### config.mk
export PLATFORM = sky130hd
export DESIGN_NAME = shift_round_saturate_flat
export DESIGN_NICKNAME = d
export VERILOG_FILES = /design/src/rtl/shift_round_saturate_pkg.sv /design/src/rtl/shift_round_saturate_if.sv /design/src/rtl/shift_round_saturate_round_shift.sv /design/src/rtl/shift_round_saturate.sv /design/src/flat_wrapper.sv
export SDC_FILE = /design/constraint.sdc
export NUM_CORES = 1
export LEC_CHECK = 0
export ABC_AREA = 1
export CORE_MARGIN = 2
export CORE_UTILIZATION = 45
export DETAILED_ROUTE_END_ITERATION = 12
export PLACE_DENSITY = 0.75
export SYNTH_ARGS = -nofsm -noshare
export SYNTH_HDL_FRONTEND = slang
export SYNTH_HIERARCHICAL = 1
export SYNTH_SLANG_ARGS = --single-unit
### constraint.sdc
create_clock -name clk_i -period 6.2 [get_ports clk_i]
set_input_delay 1.24 -clock clk_i [delete_from_list [all_inputs] [get_ports clk_i]]
set_output_delay 1.24 -clock clk_i [all_outputs]
set_load 0.02 [all_outputs]
### src/rtl/shift_round_saturate_pkg.sv
// Default widths shared across the pt_feedback chain (multiplier product, DAC, shift control,
// saturation counter).
package shift_round_saturate_pkg;

  localparam int PRODUCT_WIDTH = 35;
  localparam int DAC_WIDTH     = 14;
  localparam int SHIFT_WIDTH   = 6;
  localparam int SAT_CNT_WIDTH = 16;

endpackage

### src/rtl/shift_round_saturate_if.sv
// Sample/control/status bundle between the product source, the scaler and the register map.
interface shift_round_saturate_if
  import shift_round_saturate_pkg::*;
#(
  parameter int IN_WIDTH    = PRODUCT_WIDTH,
  parameter int OUT_WIDTH   = DAC_WIDTH,
  parameter int SHIFT_WIDTH = shift_round_saturate_pkg::SHIFT_WIDTH,
  parameter int CNT_WIDTH   = SAT_CNT_WIDTH
);

  logic signed [IN_WIDTH-1:0]  data_i;
  logic                        valid_i;
  logic [SHIFT_WIDTH-1:0]      shift_i;
  logic                        enable_i;
  logic                        clr_sat_i;
  logic signed [OUT_WIDTH-1:0] data_o;
  logic                        valid_o;
  logic                        sat_o;
  logic                        sat_sticky_o;
  logic [CNT_WIDTH-1:0]        sat_count_o;

  modport master (
    output data_i, valid_i, shift_i, enable_i, clr_sat_i,
    input  data_o, valid_o, sat_o, sat_sticky_o, sat_count_o
  );

  modport slave (
    input  data_i, valid_i, shift_i, enable_i, clr_sat_i,
    output data_o, valid_o, sat_o, sat_sticky_o, sat_count_o
  );

endinterface

### src/rtl/shift_round_saturate_round_shift.sv
// S1-S2 of the scaler: capture sample with its clamped shift, then round-half-up and
// arithmetic right shift in one extra bit of headroom.
module shift_round_saturate_round_shift
  import shift_round_saturate_pkg::*;
#(
  parameter int IN_WIDTH    = PRODUCT_WIDTH,
  parameter int SHIFT_WIDTH = shift_round_saturate_pkg::SHIFT_WIDTH
) (
  input  logic                       clk_i,
  input  logic                       rst_ni,
  input  logic signed [IN_WIDTH-1:0] data_i,
  input  logic                       valid_i,
  input  logic [SHIFT_WIDTH-1:0]     shift_i,
  output logic signed [IN_WIDTH:0]   data_o,
  output logic                       valid_o
);

  localparam logic [SHIFT_WIDTH-1:0] MAX_SHIFT = SHIFT_WIDTH'(IN_WIDTH - 1);

  logic [SHIFT_WIDTH-1:0]      shift_eff;
  logic signed [IN_WIDTH-1:0]  x_q;
  logic [SHIFT_WIDTH-1:0]      shift_q;
  logic                        v1_q;
  logic signed [IN_WIDTH:0]    x_ext;
  logic [IN_WIDTH:0]           half;
  logic signed [IN_WIDTH:0]    sum;
  logic signed [IN_WIDTH:0]    rounded;
  logic signed [IN_WIDTH:0]    r_q;
  logic                        v2_q;

  assign shift_eff = (shift_i > MAX_SHIFT) ? MAX_SHIFT : shift_i;

  always_ff @(posedge clk_i) begin
    if (!rst_ni) begin
      x_q     <= '0;
      shift_q <= '0;
      v1_q    <= 1'b0;
    end else begin
      v1_q <= valid_i;
      if (valid_i) begin
        x_q     <= data_i;
        shift_q <= shift_eff;
      end
    end
  end

  // half is 2^(shift-1), or zero when shift is zero, so both cases share one datapath
  assign x_ext   = {x_q[IN_WIDTH-1], x_q};
  assign half    = ({{IN_WIDTH{1'b0}}, 1'b1} << shift_q) >> 1;
  assign sum     = x_ext + $signed(half);
  assign rounded = sum >>> shift_q;

  always_ff @(posedge clk_i) begin
    if (!rst_ni) begin
      r_q  <= '0;
      v2_q <= 1'b0;
    end else begin
      v2_q <= v1_q;
      if (v1_q) begin
        r_q <= rounded;
      end
    end
  end

  assign data_o  = r_q;
  assign valid_o = v2_q;

endmodule

### src/rtl/shift_round_saturate.sv
// Scales the signed multiplier product to DAC width: programmable round/shift, then
// saturation with per-sample, sticky and counted clip status.
module shift_round_saturate
  import shift_round_saturate_pkg::*;
#(
  parameter int IN_WIDTH    = PRODUCT_WIDTH,
  parameter int OUT_WIDTH   = DAC_WIDTH,
  parameter int SHIFT_WIDTH = shift_round_saturate_pkg::SHIFT_WIDTH,
  parameter int CNT_WIDTH   = SAT_CNT_WIDTH
) (
  input  logic                   clk_i,
  input  logic                   rst_ni,
  shift_round_saturate_if.slave  bus
);

  localparam logic signed [IN_WIDTH:0] SAT_MAX = (IN_WIDTH + 1)'(2 ** (OUT_WIDTH - 1) - 1);
  localparam logic signed [IN_WIDTH:0] SAT_MIN = ~SAT_MAX;

  logic signed [IN_WIDTH:0]    r;
  logic                        r_valid;
  logic                        over;
  logic                        under;
  logic                        clip;
  logic signed [OUT_WIDTH-1:0] sat_val;
  logic signed [OUT_WIDTH-1:0] data_q;
  logic                        valid_q;
  logic                        sat_q;
  logic                        sticky_q;
  logic [CNT_WIDTH-1:0]        count_q;

  shift_round_saturate_round_shift #(
    .IN_WIDTH    (IN_WIDTH),
    .SHIFT_WIDTH (SHIFT_WIDTH)
  ) u_round_shift (
    .clk_i   (clk_i),
    .rst_ni  (rst_ni),
    .data_i  (bus.data_i),
    .valid_i (bus.valid_i),
    .shift_i (bus.shift_i),
    .data_o  (r),
    .valid_o (r_valid)
  );

  assign over    = r > SAT_MAX;
  assign under   = r < SAT_MIN;
  assign clip    = over || under;
  assign sat_val = over  ? SAT_MAX[OUT_WIDTH-1:0] :
                   under ? SAT_MIN[OUT_WIDTH-1:0] : r[OUT_WIDTH-1:0];

  // data/sat hold between samples; enable only gates what leaves the block
  always_ff @(posedge clk_i) begin
    if (!rst_ni) begin
      data_q  <= '0;
      valid_q <= 1'b0;
      sat_q   <= 1'b0;
    end else begin
      valid_q <= r_valid;
      if (r_valid) begin
        data_q <= bus.enable_i ? sat_val : '0;
        sat_q  <= bus.enable_i && clip;
      end
    end
  end

  // clear wins over a clip landing on the same edge; the counter parks at all-ones
  always_ff @(posedge clk_i) begin
    if (!rst_ni) begin
      sticky_q <= 1'b0;
      count_q  <= '0;
    end else if (bus.clr_sat_i) begin
      sticky_q <= 1'b0;
      count_q  <= '0;
    end else if (r_valid && bus.enable_i && clip) begin
      sticky_q <= 1'b1;
      if (count_q != '1) begin
        count_q <= count_q + 1'b1;
      end
    end
  end

  assign bus.data_o       = data_q;
  assign bus.valid_o      = valid_q;
  assign bus.sat_o        = sat_q;
  assign bus.sat_sticky_o = sticky_q;
  assign bus.sat_count_o  = count_q;

endmodule

### src/flat_wrapper.sv
// flat-port wrapper written by rule: the top's interface ports become plain ports
module shift_round_saturate_flat import shift_round_saturate_pkg::*;
#(
  parameter int IN_WIDTH    = PRODUCT_WIDTH,
  parameter int OUT_WIDTH   = DAC_WIDTH,
  parameter int SHIFT_WIDTH = shift_round_saturate_pkg::SHIFT_WIDTH,
  parameter int CNT_WIDTH   = SAT_CNT_WIDTH
)
  (clk_i, rst_ni, bus_data_i, bus_valid_i, bus_shift_i, bus_enable_i, bus_clr_sat_i, bus_data_o, bus_valid_o, bus_sat_o, bus_sat_sticky_o, bus_sat_count_o);
  shift_round_saturate_if #(.IN_WIDTH(IN_WIDTH), .OUT_WIDTH(OUT_WIDTH), .SHIFT_WIDTH(SHIFT_WIDTH), .CNT_WIDTH(CNT_WIDTH)) bus_i ();
  input  logic clk_i;
  input  logic rst_ni;
  input wire logic [$bits(bus_i.data_i)-1:0] bus_data_i;
  input wire logic [$bits(bus_i.valid_i)-1:0] bus_valid_i;
  input wire logic [$bits(bus_i.shift_i)-1:0] bus_shift_i;
  input wire logic [$bits(bus_i.enable_i)-1:0] bus_enable_i;
  input wire logic [$bits(bus_i.clr_sat_i)-1:0] bus_clr_sat_i;
  output wire logic [$bits(bus_i.data_o)-1:0] bus_data_o;
  output wire logic [$bits(bus_i.valid_o)-1:0] bus_valid_o;
  output wire logic [$bits(bus_i.sat_o)-1:0] bus_sat_o;
  output wire logic [$bits(bus_i.sat_sticky_o)-1:0] bus_sat_sticky_o;
  output wire logic [$bits(bus_i.sat_count_o)-1:0] bus_sat_count_o;
  assign bus_i.data_i = bus_data_i;
  assign bus_i.valid_i = bus_valid_i;
  assign bus_i.shift_i = bus_shift_i;
  assign bus_i.enable_i = bus_enable_i;
  assign bus_i.clr_sat_i = bus_clr_sat_i;
  assign bus_data_o = bus_i.data_o;
  assign bus_valid_o = bus_i.valid_o;
  assign bus_sat_o = bus_i.sat_o;
  assign bus_sat_sticky_o = bus_i.sat_sticky_o;
  assign bus_sat_count_o = bus_i.sat_count_o;
  shift_round_saturate #(.IN_WIDTH(IN_WIDTH), .OUT_WIDTH(OUT_WIDTH), .SHIFT_WIDTH(SHIFT_WIDTH), .CNT_WIDTH(CNT_WIDTH)) u_core (.clk_i(clk_i), .rst_ni(rst_ni), .bus(bus_i));
endmodule
==> results of run 1 <==
power by group:
group	internal (mW)	switching (mW)
logic	0.165	0.331
registers	0.758	0.0296
clock network	0.330	0.323
worst max-delay path by stage:
stage / startpoint / to / slack [ns]
2_1_floorplan: u_core/u_round_shift/shift_q[2] / u_core/u_round_shift/data_o[20] / 2.83
3_3_place_gp: u_core/u_round_shift/shift_q[3] / u_core/u_round_shift/data_o[19] / 1.99
3_5_place_dp: u_core/u_round_shift/shift_q[5] / u_core/u_round_shift/data_o[19] / 1.95
4_1_cts: u_core/u_round_shift/shift_q[5] / u_core/u_round_shift/data_o[29] / 1.90
5_1_grt: u_core/u_round_shift/shift_q[5] / u_core/u_round_shift/data_o[19] / 1.49
6_report: u_core/u_round_shift/shift_q[5] / u_core/u_round_shift/data_o[19] / 1.85
area by class of cell:
cell class,instances,area [um^2]
well taps,270,338
inverters,116,435
clock inverters,7,108
clock buffers,9,225
repair buffers,92,881
flip-flops and latches,112,2240
multi-input cells,1240,6170
fillers,2096,9710
kinds of logic (layout without fill, tap and decap cells):
logic type,count (synthesis),count (layout),share of synthesized area
AND/OR/NAND/NOR,938,938,0.452
AO/OA/AOI/OAI,242,242,0.148
buffers and inverters,189,224,0.0805
flip-flops,112,112,0.245
adder cells (fa/ha/maj),37,37,0.0515
XOR/XNOR,22,22,0.0211
multiplexers,1,1,0.00109
routing by layer:
layer	vias up	global-route usage	routed length [um]
li1	5176	-	-
met1	4689	0.396	14000
met2	419	0.427	12800
met3	54	0.0491	2310
met4	0	0.0825	689
met5	-	0	0
critical path, delay by kind of cell (launching register included):
family / cells / cell delay [ns]
AO/OA/AOI/OAI: 2 / 0.37
adder cells (fa/ha/maj): 2 / 0.63
buffers and inverters: 4 / 0.90
flip-flops: 1 / 0.38
AND/OR/NAND/NOR: 17 / 1.91
layout by cell type, fill, tap and decap left out, types with 2 or more instances in the layout:
master	n
buf_4	14
inv_1	109
a211oi_1	4
nand3b_1	5
nor2_1	209
nor4_1	2
a21oi_2	19
ha_1	36
dfxtp_1	112
nand3_1	242
nor3_1	2
inv_2	2
a21oi_1	92
o21ai_0	89
clkinv_8	3
xnor2_1	6
or2_1	3
a31oi_1	12
clkbuf_16	9
nor2_2	5
nand3_2	10
xor2_1	16
a21o_1	2
or2_2	3
nand4_1	30
nor2_4	2
clkinv_1	5
a22oi_1	2
clkdlybuf4s50_1	77
nand2_2	21
nand3_4	2
o211ai_1	4
nand2_1	398
o21ai_1	8
o21bai_1	7
state kept, by name, summed over array words and instances, names as in the netlist:
| register | count |
|---|---|
| u_core/u_round_shift/data_o | 36 |
| u_core/u_round_shift/x_q | 35 |
| u_core/bus.sat_o | 1 |
| u_core/bus.sat_count_o | 16 |
| u_core/bus.sat_sticky_o | 1 |
| u_core/u_round_shift/valid_o | 1 |
| u_core/u_round_shift/shift_q | 6 |
| u_core/bus.valid_o | 1 |
| u_core/u_round_shift/v1_q | 1 |
| u_core/bus.data_o | 14 |
through the flow:
stage / util / total power, mW / instance area (um^2) / worst slack (ns)
after floorplan: - / 1.14 / 9140 / 2.83
after global placement: 0.500 / 1.29 / 10100 / 1.99
after detailed placement: 0.500 / 1.29 / 10100 / 1.95
after CTS: 0.517 / 1.94 / 10400 / 1.90
after global routing: 0.517 / 2.04 / 10400 / 1.49
final: 0.517 / 1.94 / 10400 / 1.85
==> results.md, run 1 <==
* Status: complete, no violations
* Clock sink total at 112
* Post-CTS setup buffers at 0
* Fmax at about 230 MHz
* CTS buffer count at 9
* Most frequent CP cell: nand2_1
* Antenna diodes at 0
* Layout Area Growth over Synthesis at 13.7%
* Mapped Avg Cell Area at a little under 6 um^2
* Number of DRC markers in iteration 0 at between 1000 and 1500
* Critical path peak fanout at 31
* RSZ-0062 raised after global routing: false
* Final Critical Period at around 4.4 ns
* Syn Inst Count at 1541
* Via count at between 10000 and 15000
* Hold WS at around 0.45 ns
* Final layout net count at 1654
* Antenna viol nets, final at 0
* Worst slew margin at 0.354
* CTS Buffer Depth at 2
* Port Buf Inserts at between 70 and 80
* Most common cell in the netlist: nand2_1
* Reg2Reg Depth at 25
* Setup TNS at 0 ns
* Antenna violations before repair at 0
* Seq/Total Area, Yosys at 0.245
* Horiz. Die Dim at between 100 and 150 um
* Hold Crit Class: flip-flop to flip-flop
* CP max-delay cell: inv_1
* Worst path required time at about 6.4 ns
* DR DRC count at 0
* Peak VDD IR at between 100 and 150 uV
* Worst r2r src: u_core/u_round_shift/shift_q[5]
* Arr. time, crit path at about 4.6 ns
* Post-synth EDFFs at 0
* Skew final at about 0.013 ns
* Final setup fails at 0
* Distinct cells, synth at 45
* # H-tree levels at 3
* Crit path kind: flip-flop to flip-flop
* Fin cells at approximately 1800
* Resized Gates After CTS at 0
* Hold path endpoint: u_core/bus.sat_sticky_o
* First-pass GRT wire length at 48.0 mm
* Core Footprint at 20100 um^2
* HP Start: u_core/bus.sat_sticky_o
* Grt ovf at 0
* Largest cells by area after synthesis: dfxtp_1 (25%), nand2_1 (16%), nand3_1 (13%)
* I/O pin count at between 70 and 80
* Synth Warn # at 6
* Synthesized area at approximately 9000 um^2
* Gpl congestion at just under 1
* #FFs+latches synth at ~110
* Layout cells sized above 1 at 0.0622
* DR vias/cell at ~5.6
* Top-area cell type share of the netlist area at 0.245
* Synthesized netlist net count at ~1600
* Async SR Flop Fraction at 0
* Largest area contributor in the netlist: dfxtp_1
* Hold path depth at 2
* Reg clk slew, reported paths at 0.09 ns
* Vias in the first global route at approximately 9400
* Chip Height at about 150 um
* Core Rows at 52
* Wire per inst at about 16 um
* Worst r2r dst: u_core/u_round_shift/data_o[19]
* Final period utilization at 0.702
* Ys flop type: dfxtp_1
* Commonest cells post-synth: nand2_1 (398), nand3_1 (242), nor2_1 (209), dfxtp_1 (112), inv_1 (109)
* Worst skew pair latency at around 0.38 ns
* Crit. End Element: flip-flop
* Die area at ~21000 um^2
* Maxcap violations at 0
* Largest net degree at the start of global routing at between 50 and 60
* Hold Fails Final Rpt at 0
* CP max stage delay at between 0.4 and 0.5 ns
* Dpl hpwl at 23.0 mm
* Max-slew violation count at 0
* Setup crit start kind: flip-flop
* Hold Buf Count CTS at 0
* Flop-to-flop setup slack at between 1.5 and 2 ns
* Root Driver: clkbuf_16
* Initial Util at 0.455
* PD cells at between 150 and 200 nW/um^2
* Cells after DPL at 1830
* Pleak at about 4.6 nW
* First drt pass iteration count at 6
* Worst Tran Pin Value at between 0.9 and 1 ns
* Routed WL at between 20 and 30 mm
* GRT Total Usage at 0.277
* CTS tree: built
(Power assumes the default switching activity.)
==> run 2, diff against run 1 <==
- PLACE_DENSITY: 0.75 -> 0.77
- clock period: 6.2 -> 3.7 ns (I/O delays scaled with it)
==> results.md, run 2 (synthesis results as in run 1) <==
* Status: complete, no violations
* Worst Setup SP: u_core/u_round_shift/shift_q[1]
* Dpl hpwl at 23.3 mm (+1.6%)
* Worst path required time at 3.92 ns (-2.51 ns)
* Hold Fails Final Rpt at 0 (unchanged)
* Number of DRC markers in iteration 0 at 1025 (-8.2%)
* Max reg flops at 36 (unchanged)
* Reg area at 2250 um^2 (+0.56%)
* Layout Area Growth over Synthesis at 16.5%
* First drt pass iteration count at 6 (unchanged)
* Die area at 21500 um^2 (unchanged)
* Gpl congestion at 1.02 (+6.1%)
* Layout cells sized above 1 at 0.0919 (+0.0297)
* CP Capture Point: u_core/u_round_shift/data_o[21]
* I/O pin count at 79 (unchanged)
* Hold Crit Class: flip-flop to flip-flop
* Pleak at 4.72 nW (+2.3%)
* Worst r2r dst: u_core/u_round_shift/data_o[21]
* Hold Buf Count CTS at 0 (unchanged)
* First-pass GRT wire length at 49.0 mm (+2.2%)
* Final setup fails at 0 (unchanged)
* Final Critical Period at 3.58 ns (-0.774 ns)
* DR DRC count at 0 (unchanged)
* Flop-to-flop setup slack at 0.12 ns (-1.73 ns)
* Antenna viol nets, final at 0 (unchanged)
* Switch share at 0.356 (+0.00304)
* GRT Total Usage at 0.282 (+0.00450)
* Final layout net count at 1677 (+1.4%)
* Clock sink total at 112 (unchanged)
* Via count at 10400 (+1.1%)
* Max-slew violation count at 0 (unchanged)
* Pre-CTS setup slack at -0.107 ns (-2.06 ns)
* Core Rows at 52 (unchanged)
* Worst slew margin at 0.475 (+0.122)
* CTS tree: built
* Clock share of power at 0.316 (-0.021)
* CTS buffer count at 9 (unchanged)
* Hold path depth at 2 (unchanged)
* Reg power frac at 0.411 (+0.004)
* Horiz. Die Dim at 147 um (unchanged)
* Setup slack after layout at 0.120 ns (-1.73 ns)
* Maxcap violations at 0 (unchanged)
* Crit path kind: flip-flop to flip-flop
* Antenna violations before repair at 0 (unchanged)
* Net switching power at 1.14 mW (+68%)
* Wire per inst at 16.0 um (-1.1%)
* Critical path peak fanout at 5 (-84%)
* Fmax at 279 MHz (+22%)
* Hold WS at 0.461 ns (+0.00778 ns)
* # H-tree levels at 3 (unchanged)
* Worst skew pair latency at 0.37 ns (about the same)
* Commonest non-fill, non-tap cell in the layout: nand2_1
* Arr. time, crit path at 3.80 ns (-0.78 ns)
* Vias in the first global route at 9766 (+4.1%)
* Peak VDD IR at 207 uV (+73%)
* Setup crit start kind: flip-flop
* Internal at 2.07 mW (+65%)
* RSZ-0062 raised after global routing: true
* Largest net degree at the start of global routing at 57 (-3.4%)
* Chip Height at 147 um (unchanged)
* Routed WL at 29.9 mm (+0.17%)
* Worst Tran Pin Value at 0.787 ns (-0.182 ns)
* PD cells at 302 nW/um^2 (+62%)
* Footprint of the multi-input gates at 6230 um^2 (+1.1%)
* CTS Buffer Depth at 2 (unchanged)
* Combinational power share at 0.273 (+0.017)
* Root Driver: clkbuf_16
* Crit. End Element: flip-flop
* Most frequent cells in the layout: nand2_1 (394), nand3_1 (239), nor2_1 (201)
* Initial Util at 0.455 (unchanged)
* Fillers at 2061 (-1.7%)
* Reg clk slew, reported paths at 0.08 ns (about the same)
* Core Footprint at 20100 um^2 (unchanged)
* Port Buf Inserts at 78 (unchanged)
* DR vias/cell at 5.59 (-0.17%)
* Skew final at 0.0115 ns (-0.00161 ns)
* Final period utilization at 0.968 (+0.265)
* Grt ovf at 0 (unchanged)
* Antenna diodes at 0 (unchanged)
* Worst r2r src: u_core/u_round_shift/shift_q[1]
* Reg2Reg Depth at 24 (-4.0%)
==> run 2: cell types whose count changed in the layout (fill, tap and decap cells not counted), moves of 4 or more <==
cell     before  now
o21ai_0      89   79
nor2_2        5   12
nand2_2      21   25
dfxtp_1     112  108
nor2_1      209  201
buf_4        14   34
o21ai_1       8   17
nand2_1     398  394
==> run 2: repair_timing <==
action / CTS / global route
resized for setup: 2 / 40
setup endpoints to repair: 10 / 35
pin swaps: 0 / 2
setup buffers: 0 / 3
hold endpoints to repair: 0 / 0
==> run 2: layer usage <==
layer  part of all wire  global-route usage  up-vias
met5                  0                   0        -
met2               0.44               0.446      398
li1                   -                   -     5232
met1               0.48               0.405     4785
met4              0.014              0.0646        0
met3              0.074              0.0419       34
==> run 2: power by group through the flow <==
stage                     combinational, mW  sequential [mW]  clock (mW)
after detailed placement              0.844             1.35           0
after global placement                0.842             1.35           0
final                                 0.877             1.32        1.01
after floorplan                       0.574             1.33           0
after CTS                             0.849             1.32        1.05
after global routing                  0.975             1.33        1.09
==> run 2: area by class of cell <==
cell class / count / share of cell area
clock buffers: 10 / 0.0224
clock inverters: 6 / 0.00599
inverters: 116 / 0.0412
multi-input cells: 1240 / 0.585
flip-flops and latches: 112 / 0.212
well taps: 270 / 0.0317
repair buffers: 115 / 0.102
==> run 2: critical path, cell delays in order (launching register included) <==
cell	delay (ns)
dfxtp_4	0.40
inv_1	0.07
nor4_1	0.26
inv_1	0.19
nor2_2	0.16
inv_1	0.07
fa_1	0.43
inv_2	0.11
nand3_1	0.08
nand3_1	0.12
nand2_1	0.08
nand2_2	0.10
nand2_1	0.08
nand2_2	0.13
nand2_2	0.08
nand2_1	0.07
nand2_1	0.08
nand3_1	0.12
nand3_1	0.13
nand2_1	0.11
nand2_1	0.08
nand3_1	0.09
nand2_1	0.13
o21ai_1	0.19
a21oi_1	0.09
==> run 2: worst min path at each step <==
stage | startpoint | endpoint
6_report | u_core/bus.sat_sticky_o | u_core/bus.sat_sticky_o
5_1_grt | u_core/bus.sat_sticky_o | u_core/bus.sat_sticky_o
4_1_cts | u_core/bus.sat_sticky_o | u_core/bus.sat_sticky_o
3_5_place_dp | u_core/bus.sat_sticky_o | u_core/bus.sat_sticky_o
3_3_place_gp | u_core/bus.sat_sticky_o | u_core/bus.sat_sticky_o
2_1_floorplan | u_core/u_round_shift/valid_o | u_core/bus.valid_o
==> run 2: stage by stage <==
step / util / std cells / setup TNS [ns] / instance area, um^2 / total power, mW
2_1_floorplan: - / 1541 / 0 / 9140 / 1.91
3_3_place_gp: 0.509 / 1850 / -0.00601 / 10200 / 2.19
3_5_place_dp: 0.509 / 1850 / -0.406 / 10200 / 2.19
4_1_cts: 0.525 / 1866 / 0 / 10500 / 3.22
5_1_grt: 0.530 / 1869 / -0.500 / 10700 / 3.39
6_report: 0.530 / 1869 / 0 / 10700 / 3.22
==> run 3, diff against run 2 <==
- ABC_AREA: 1 -> unset
==> results.md, run 3 <==
* # H-tree levels at 3 (unchanged)
* Distinct cells, synth at 93 (+110%)
* Status: finished, violations left
* Pleak at 5.73 nW (+21%)
* Core Footprint at 21000 um^2 (+4.2%)
* Most common cell in the netlist: nor2_1
* Worst r2r dst: u_core/u_round_shift/data_o[0]
* Hold path depth at 2 (unchanged)
* Via count at 11800 (+13%)
* Number of DRC markers in iteration 0 at 1046 (+2.0%)
* Largest net degree at the start of global routing at 46 (-19%)
* PD cells at 253 nW/um^2 (-16%)
* Hold path endpoint: u_core/bus.sat_sticky_o
* Crit path kind: flip-flop to flip-flop
* Mapped Avg Cell Area at 7.47 um^2 (+26%)
* Grt ovf at 0 (unchanged)
* Util after Layout at 0.677 (+0.147)
* Chip Height at 150 um (+2.2%)
* Peak VDD IR at 213 uV (+2.9%)
* Core Rows at 53 (+1.9%)
* Layout Area Growth over Synthesis at 48.4%
* Largest area contributor in the netlist: dfxtp_1
* Initial Util at 0.456 (+0.00154)
* Final Critical Period at 4.16 ns (+0.577 ns)
* CTS buffer count at 9 (unchanged)
* First drt pass iteration count at 6 (unchanged)
* Final layout net count at 1691 (+0.83%)
* Root Driver: clkbuf_16
* Commonest cells post-synth: nor2_1 (126), nand2_1 (120), a21oi_1 (112), dfxtp_1 (112), o21ai_0 (103)
* Port Buf Inserts at 78 (unchanged)
* Layout cells sized above 1 at 0.358 (+0.266)
* Cells after DPL at 1840 (-0.54%)
* Reg clk slew, reported paths at 0.09 ns (about the same)
* Reg2Reg Depth at 18 (-25%)
* Worst r2r src: u_core/u_round_shift/shift_q[4]
* Max reg flops at 36 (unchanged)
* Flop-to-flop setup slack at -0.46 ns (-0.58 ns)
* Fin cells at 1888 (+1.0%)
* Skew final at 0.00810 ns (-0.00337 ns)
* Gpl congestion at 1.09 (+6.4%)
* Ys flop type: dfxtp_1
* Crit. End Element: flip-flop
* Worst slew margin at 0.337 (-0.138)
* DR vias/cell at 6.24 (+12%)
* CTS Buffer Depth at 2 (unchanged)
* Hold Crit Class: flip-flop to flip-flop
* Async SR Flop Fraction at 0 (unchanged)
* Most frequent cells in the layout: buf_4 (315), dfxtp_1 (107), nor2_1 (100)
* Final setup fails at 35 (+35)
* Critical path peak fanout at 4 (-1)
* Worst Tran Pin Value at 0.990 ns (+0.203 ns)
* GRT Total Usage at 0.341 (+0.0594)
* Worst skew pair latency at 0.37 ns (about the same)
* DR DRC count at 0 (unchanged)
* Synthesized netlist net count at 1363 (-16%)
* Maxcap violations at 0 (unchanged)
* Wire per inst at 20.8 um (+30%)
* Hold Fails Final Rpt at 0 (unchanged)
* Routed WL at 39.2 mm (+31%)
* I/O pin count at 79 (unchanged)
* Antenna diodes at 0 (unchanged)
* CTS tree: built
* Worst path required time at 4.02 ns (+0.10 ns)
* Final period utilization at 1.12 (+0.156)
* Syn Inst Count at 1280 (-17%)
* Clock sink total at 112 (unchanged)
* Synth Warn # at 6 (unchanged)
* Placed Area at 12700 um^2 (+24%)
* Hold Buf Count CTS at 0 (unchanged)
* Vias in the first global route at 11200 (+15%)
* Horiz. Die Dim at 150 um (+2.2%)
* Dpl hpwl at 28.9 mm (+24%)
* #FFs+latches synth at 112 (unchanged)
* RSZ-0062 raised after global routing: true
* HP Start: u_core/bus.sat_sticky_o
* Commonest non-fill, non-tap cell in the layout: buf_4
* Setup slack after layout at -0.457 ns (-0.577 ns)
* Synthesized area at 9560 um^2 (+4.6%)
* Post-route cell area at 14200 um^2 (+33%)
* Antenna violations before repair at 0 (unchanged)
* Post-synth EDFFs at 0 (unchanged)
* Violated checks: negative setup slack
* Hold WS at 0.476 ns (+0.0151 ns)
* First-pass GRT wire length at 60.2 mm (+23%)
* Arr. time, crit path at 4.48 ns (+0.68 ns)
* Die area at 22400 um^2 (+4.5%)
* Largest cells by area after synthesis: dfxtp_1 (23%), mux2i_1 (6.2%), a21oi_1 (5.9%)
* Max-slew violation count at 0 (unchanged)
* Setup crit start kind: flip-flop
* Seq/Total Area, Yosys at 0.234 (-0.0107)
* Top-area cell type share of the netlist area at 0.234 (-0.0107)
* Antenna viol nets, final at 0 (unchanged)
* Fmax at 241 MHz (-14%)
[run 3: changes by cell type in the layout (fill, tap and decap cells not counted), moves of 57 or more]
cell,change
nand2_1,-295
buf_4,+281
nand3_1,-212
nor2_1,-101
inv_1,-89
mux2i_1,+57
[run 3: routing by layer]
metal / GRT usage / routed length, um / part of all wire
met2: 0.566 / 18100 / 0.46
met3: 0.0628 / 3250 / 0.083
met4: 0.200 / 2730 / 0.070
met5: 0 / 0 / 0
met1: 0.413 / 15100 / 0.39
[run 3: cell families after synthesis]
logic type,after synthesis,share of synthesized area
adder cells (fa/ha/maj),37,0.0492
AND/OR/NAND/NOR,477,0.252
AO/OA/AOI/OAI,430,0.291
buffers and inverters,115,0.0491
flip-flops,112,0.234
XOR/XNOR,33,0.0302
multiplexers,76,0.0939
[run 3: timing repair]
item | in CTS | in global routing
setup endpoints to repair | 36 | 36
buffers inserted | 23 | 10
gates resized for setup | 138 | 100
pin swaps | 47 | 32
[run 3: layout make-up]
cell class	count	area [um^2]
sequential	112	2250
fill	1696	6770
multi-input combinational	1053	7840
clock buffer	9	225
clock inverter	7	93.8
inverter	24	95.1
tap	275	344
timing repair buffer	408	3340
[run 3: how the worst max path moves through the flow]
stage	endpoint	cells past startpoint	slack, ns	start
2_1_floorplan	u_core/u_round_shift/data_o[0]	19	-0.29	u_core/u_round_shift/shift_q[1]
3_3_place_gp	u_core/u_round_shift/data_o[26]	18	-0.60	u_core/u_round_shift/shift_q[5]
3_5_place_dp	u_core/u_round_shift/data_o[26]	19	-0.61	u_core/u_round_shift/shift_q[5]
4_1_cts	u_core/u_round_shift/data_o[0]	18	-0.37	u_core/u_round_shift/shift_q[4]
5_1_grt	u_core/u_round_shift/data_o[0]	18	-0.56	u_core/u_round_shift/shift_q[4]
6_report	u_core/u_round_shift/data_o[0]	18	-0.46	u_core/u_round_shift/shift_q[4]
[run 3: critical path: stages (launching register included)]
cell	delay, ns
dfxtp_2	0.34
nor2_2	0.11
buf_6	0.13
nand2_4	0.06
nor2_4	0.13
ha_4	0.15
inv_2	0.04
fa_2	0.35
nand2b_4	0.16
a21o_1	0.17
a21o_1	0.20
a2111o_1	0.46
a211o_1	0.38
and4b_1	0.23
nor4_4	0.18
o221ai_2	0.18
o211a_1	0.26
or4_1	0.50
nand2_1	0.06
[run 3: where the power goes]
group | internal (mW) | switching, mW | leakage, nW
Clock | 0.499 | 0.576 | 0.154
Combinational | 0.553 | 0.656 | 4.66
Sequential | 1.26 | 0.0481 | 0.920
Total | 2.32 | 1.28 | 5.73
[run 3: through the flow]
stage	setup slack [ns]	TNS [ns]	power, mW
2_1_floorplan	-0.291	-1.98	1.90
3_3_place_gp	-0.601	-13.91	2.37
3_5_place_dp	-0.606	-15.33	2.39
4_1_cts	-0.368	-7.21	3.52
5_1_grt	-0.556	-14.99	3.74
6_report	-0.457	-10.41	3.60
==> edit 1 (settings of run 2) <==
Reset style: asynchronous (`rst_ni`), changed in 4 clocked blocks.
--- a/src/rtl/shift_round_saturate_round_shift.sv
+++ b/src/rtl/shift_round_saturate_round_shift.sv
@@ -30,7 +30,7 @@
 
   assign shift_eff = (shift_i > MAX_SHIFT) ? MAX_SHIFT : shift_i;
 
-  always_ff @(posedge clk_i) begin
+  always_ff @(posedge clk_i or negedge rst_ni) begin
     if (!rst_ni) begin
       x_q     <= '0;
       shift_q <= '0;
@@ -50,7 +50,7 @@
   assign sum     = x_ext + $signed(half);
   assign rounded = sum >>> shift_q;
 
-  always_ff @(posedge clk_i) begin
+  always_ff @(posedge clk_i or negedge rst_ni) begin
     if (!rst_ni) begin
       r_q  <= '0;
       v2_q <= 1'b0;
--- a/src/rtl/shift_round_saturate.sv
+++ b/src/rtl/shift_round_saturate.sv
@@ -48,7 +48,7 @@
                    under ? SAT_MIN[OUT_WIDTH-1:0] : r[OUT_WIDTH-1:0];
 
   // data/sat hold between samples; enable only gates what leaves the block
-  always_ff @(posedge clk_i) begin
+  always_ff @(posedge clk_i or negedge rst_ni) begin
     if (!rst_ni) begin
       data_q  <= '0;
       valid_q <= 1'b0;
@@ -63,7 +63,7 @@
   end
 
   // clear wins over a clip landing on the same edge; the counter parks at all-ones
-  always_ff @(posedge clk_i) begin
+  always_ff @(posedge clk_i or negedge rst_ni) begin
     if (!rst_ni) begin
       sticky_q <= 1'b0;
       count_q  <= '0;
Behaviour: differs if rst_ni is asserted again (counterexample within 4 cycles, from zero or initial values and one cycle with rst_ni low); with rst_ni held inactive, the same outputs for 10 cycles.
==> edit 1 against run 2 <==
Sequential cell count stayed put; final area is 4.1% higher; utilization is 0.056 points lower; wire length is 4.0% lower; worst setup slack better by 0.11 ns; area after synthesis is 4.5% higher; total power is 18% higher; synthesized cell count is 0.52% lower; cell count hardly changed; sequential power is 14% higher; largest cell class unchanged; largest power group unchanged.
==> edit 1: results (changes against run 2) <==
[placement]
gp_congestion=1.07  ; +4.1%
dp.cells=1848  ; -0.11%
port-buffer-count=78  ; unchanged
dpl.hpwl_mm=22.6  ; -3.0%
placed_cell_area_sq_um=10600  ; +3.9%
preCtsSetupSlack_ns=0.0418  ; +0.149 ns

[yosys]
synth.distinct_cells=48  ; +6.7%
async_flop_share=1.00  ; +1.00
syn_nets=1616  ; -0.49%
synthFlopType=dfrtp_1
synth_top_cells_by_area=dfrtp_1, nand2_1, nand3_1, nor2_1, ha_1
yosys-top-cells-count=nand2_1, nand3_1, nor2_1
yosysSeqAreaShare=0.293  ; +0.0480
synthCells=1533  ; -0.52%
synth_warnings=6  ; unchanged

[final_layout]
drive_gt1_frac=0.0960  ; +0.00411
antennaDiodeCount=0  ; unchanged
instances_no_fill=1868  ; -0.054%
fin_nets=1671  ; -0.36%

[critical_path]
worstPathMaxFanout=10  ; +5
critPathArrivalTime_ns=3.76  ; -0.04 ns

[grt]
met2_usage=0.432  ; -0.0139
grt_antenna_before_repair=0  ; unchanged
grt_pass1_wl_mm=46.6  ; -4.9%
grt_util_met3=0.0250  ; -0.0169
grt_use_total=0.259  ; -0.0225
grt_pass1_vias=9411  ; -3.6%
grt_max_degree=62  ; +8.8%
met1_usage=0.350  ; -0.0558

[routing]
first_iter_violations=796  ; -22%
met2_wirelength_mm=13.4  ; +2.9%
drtPass1Iterations=5  ; -1
routed-wl-met3_mm=1.48  ; -33%
viasPerCell=5.44  ; -2.6%
wl_per_cell_um=15.3  ; -4.0%
top_layer=met4
drt-met1-wl_mm=12.8  ; -9.8%

[clock_network]
insertion_delay_ns=0.37  ; about the same
clock_path_buffers=2  ; unchanged
clk_pin_slew_ns=0.09

[power]
switching_share=0.392  ; +0.0358
p_leak_uw=0.00551  ; +17%
worst_ir_drop_vdd_v=0.000224  ; +8.2%

[outcome]
outcome=completed

[hold_path]
hold_class=in2async

[sta]
skew_ns=0.0171  ; +0.00565 ns
relSlewSlack=0.316  ; -0.159

-- edit 1: cell count changes in the layout (fill, tap and decap cells not counted), sizes merged, moves of 11 or more --
cell   delta
inv      +12
dfxtp   -112
dfrtp   +112
a21oi    -51
o21ai    -37
nor2     -47
nand3    +15
nor3     +11
nand2   +104
nand4    -14
-- edit 1: final cells by class --
type	instances	area [sq um]
Inverter	127	484
Fill cell	2158	9860
Clock inverter	7	76.3
Clock buffer	9	225
Timing Repair Buffer	110	1050
Sequential cell	112	2810
Tap cell	275	344
Multi-Input combinational cell	1228	6110
-- edit 1: worst max-delay path, stage by stage (launching register included) --
cell,delay [ns]
dfrtp_2,0.46
inv_2,0.10
buf_6,0.14
nand4_1,0.22
nor2_2,0.20
ha_2,0.32
nand2_1,0.15
inv_1,0.06
nand2_1,0.06
nand2_1,0.10
nand2_1,0.10
nand3_1,0.11
a21oi_2,0.21
nand3_1,0.13
nand3_1,0.12
nand3_1,0.13
nand2_1,0.09
nand2_1,0.05
nand2_1,0.09
nand2_1,0.06
nand2_1,0.14
nand2_1,0.07
nand2_1,0.07
nand2_1,0.06
a21oi_1,0.14
-- edit 1: what timing repair did --
action	4_1_cts	5_1_grt
resized for setup	1	41
hold buffers	0	0
buffers inserted	0	4
endpoints found under the setup margin	1	35
pin swaps	0	5
-- edit 1: power by group through the flow --
| stage | clock network [uW] | logic [uW] | registers (uW) |
|---|---|---|---|
| 4_1_cts | 1060 | 1220 | 1490 |
| 6_report | 1050 | 1250 | 1500 |
| 2_1_floorplan | 0 | 809 | 1500 |
| 5_1_grt | 1110 | 1400 | 1520 |
| 3_3_place_gp | 0 | 1200 | 1510 |
| 3_5_place_dp | 0 | 1210 | 1520 |
-- edit 1: cell families (layout without fill, tap and decap cells) --
kind of cell | count (synthesis) | in the layout | synth area share
xor+xnor | 21 | 21 | 0.0192
compound gates | 150 | 150 | 0.0882
mux | 1 | 1 | 0.00105
simple gates | 1019 | 1019 | 0.470
fa+ha+maj | 37 | 37 | 0.0492
buf+inv | 193 | 253 | 0.0789
flops | 112 | 112 | 0.293
-- edit 1: worst paths after layout --
kind	start	endpoint	slack (ns)	cells past startpoint
worst max-delay path	u_core/u_round_shift/shift_q[0]	u_core/u_round_shift/data_o[1]	0.23	24
worst min-delay path	rst_ni	u_core/bus.data_o[10]	0.41	1
worst max register to register	u_core/u_round_shift/shift_q[0]	u_core/u_round_shift/data_o[1]	0.23	24
worst min register to register	u_core/u_round_shift/x_q[5]	u_core/u_round_shift/x_q[5]	0.49	2
max in group asynchronous	rst_ni	u_core/u_round_shift/shift_q[0]	2.51	2
min in group clk_i	u_core/u_round_shift/x_q[5]	u_core/u_round_shift/x_q[5]	0.49	2
==> edit 2 (flow settings as in run 2) <==
Without the edit above. `DAC_WIDTH`: 14 -> 28.
--- a/src/rtl/shift_round_saturate_pkg.sv
+++ b/src/rtl/shift_round_saturate_pkg.sv
@@ -3,7 +3,7 @@
 package shift_round_saturate_pkg;
 
   localparam int PRODUCT_WIDTH = 35;
-  localparam int DAC_WIDTH     = 14;
+  localparam int DAC_WIDTH     = 28;
   localparam int SHIFT_WIDTH   = 6;
   localparam int SAT_CNT_WIDTH = 16;
 
Ports: changed (resized bus_data_o); port bits go from 79 to 93. No check against the original RTL was run, so the function may have changed too.
==> edit 2 against run 2 <==
Final area rose by 10%; global-route usage rose by 0.17 points; die area rose by 5.9%; largest cell class unchanged; utilization rose by 2.7 points; total power rose by 31%; wire length rose by 6.1%; area after synthesis rose by 6.1%; sequential share of layout area rose by 0.41 points; worst setup slack got worse by 0.0075 ns; sequential cell count rose by 14; non-clock buffer count rose by 12; critical endpoint is now u_core/u_round_shift/data_o[29].
==> edit 2: results (changes against run 2) <==
[yosys]
async_flop_share=0  ; unchanged
synth_top_cells_by_area=dfxtp_1, nand2_1, nand3_1, nor2_1, a21oi_1
yosys-top-cells-count=nand2_1, nand3_1, nor2_1
synth_warnings=6  ; unchanged
syn_nets=1716  ; +5.7%
yosysSeqAreaShare=0.260  ; +0.0149
synth.distinct_cells=46  ; +2.2%

[power]
p_leak_uw=0.00523  ; +11%
worst_ir_drop_vdd_v=0.000270  ; +30%
switching_share=0.328  ; -0.0277

[critical_path]
critPathArrivalTime_ns=3.86  ; +0.06 ns
worstPathMaxFanout=8  ; +3
crit_slowest_cell=dfxtp_4
critPathTopFamily=simple AND/OR/NAND/NOR gates
cpPeakStageDelay_ns=0.41  ; -0.02 ns
startpoint=u_core/u_round_shift/shift_q[0]

[hold_path]
holdCritStartpoint=u_core/u_round_shift/valid_o
hold_class=reg2reg

[sta]
skew_ns=0.0107  ; -0.000747 ns
worst_pin_slew_ns=0.921  ; +0.134 ns

[grt]
grt_pass1_wl_mm=50.9  ; +3.8%
overflow=0  ; unchanged
grt_antenna_before_repair=0  ; unchanged
grt_max_degree=49  ; -14%
grt_pass1_vias=10100  ; +3.6%
grt_use_total=0.283  ; +0.00167

[routing]
viasPerCell=5.55  ; -0.69%
drtPass1Iterations=6  ; unchanged
first_iter_violations=979  ; -4.5%
wl_mm=31.7  ; +6.1%
drtAntennaViolNets=0  ; unchanged

[clock_network]
clock_path_buffers=2  ; unchanged
cts_made_buffers=17  ; +8
insertion_delay_ns=0.43  ; +0.06 ns
clk_pin_slew_ns=0.07
cts-root-buf=clkbuf_16
htree_num_levels=4  ; +1

[final_layout]
drive_gt1_frac=0.102  ; +0.0102
fin_nets=1783  ; +6.3%
antennaDiodeCount=0  ; unchanged
largest_reg_flops=36  ; unchanged
num-fill-cells=2129  ; +3.3%

[placement]
placed_cell_area_sq_um=10900  ; +6.5%
dpl.hpwl_mm=24.2  ; +3.7%
gp_congestion=0.969  ; -5.4%
port-buffer-count=92  ; +18%

[outcome]
outcome=completed

-- edit 2: cell count changes after synthesis, sizes merged, moves of 3 or more --
cell and change:
nor2 -16, buf +3, dfxtp +14, inv +32, nand2 +56, clkbuf +3
a21oi +13, o21ai -11
-- edit 2: power by group through the flow --
stage	sequential (uW)	combinational, uW	clock, uW
after global routing	1490	1060	1860
after global placement	1510	903	0
after CTS	1480	912	1810
final	1480	951	1780
after floorplan	1500	627	0
after detailed placement	1510	907	0
-- edit 2: cell type report --
type | instances | area (sq um) | area share
repair buffers | 127 | 1250 | 0.107
multi-input cells | 1280 | 6440 | 0.548
clock inverters | 15 | 185 | 0.0158
clock buffers | 17 | 425 | 0.0362
inverters | 148 | 569 | 0.0484
flip-flops and latches | 126 | 2530 | 0.216
well taps | 275 | 344 | 0.0293
-- edit 2: stage by stage --
stage,worst slack [ns],std cells
after global routing,-0.0886,1988
after global placement,0.0476,1949
after floorplan,0.334,1633
after detailed placement,-0.133,1949
final,0.112,1988
after CTS,0.0126,1981
-- edit 2: metal layers --
metal  global-route usage  vias to the layer above  routed length (um)
met3               0.0521                       53                2030
met4               0.0953                        0                 742
met1                0.393                     5086               14800
li1                     -                     5515                   -
met5                    0                        -                   0
met2                0.443                      384               14100
-- edit 2: worst register-to-register path: stages, from the launching register on --
cell	delay (ns)
dfxtp_4	0.41
clkinvlp_4	0.17
nor2_4	0.21
nand3_2	0.14
nor2_1	0.13
ha_2	0.22
inv_1	0.06
fa_2	0.35
inv_2	0.08
nand3_1	0.06
nand3_1	0.11
nand2_1	0.08
nand2_2	0.11
nand2_1	0.08
nand2_2	0.12
nand2_2	0.07
nand2_1	0.06
nand2_1	0.07
nand3_1	0.10
nand3_1	0.12
nand2_1	0.11
nand2_1	0.09
nand3_1	0.09
nand2_1	0.08
o21ai_0	0.21
a21oi_1	0.09
-- edit 2: logic make-up after synthesis --
group / synth area share
simple gates: 0.442
buf+inv: 0.0907
compound gates: 0.139
flops: 0.260
xor+xnor: 0.0190
mux: 0.00103
fa+ha+maj: 0.0485
-- edit 2: worst paths after layout --
| kind | endpoint | slack [ns] | cells past startpoint |
|---|---|---|---|
| min reg2reg | u_core/bus.valid_o | 0.46 | 2 |
| max | u_core/u_round_shift/data_o[29] | 0.11 | 25 |
| max reg2reg | u_core/u_round_shift/data_o[29] | 0.11 | 25 |
| min | u_core/bus.valid_o | 0.46 | 2 |
-- edit 2: what timing repair did --
action,CTS,global route
pin swaps,0,5
cloned,0,1
resized for setup,4,55
setup endpoints to repair,29,35
buffers inserted,0,6
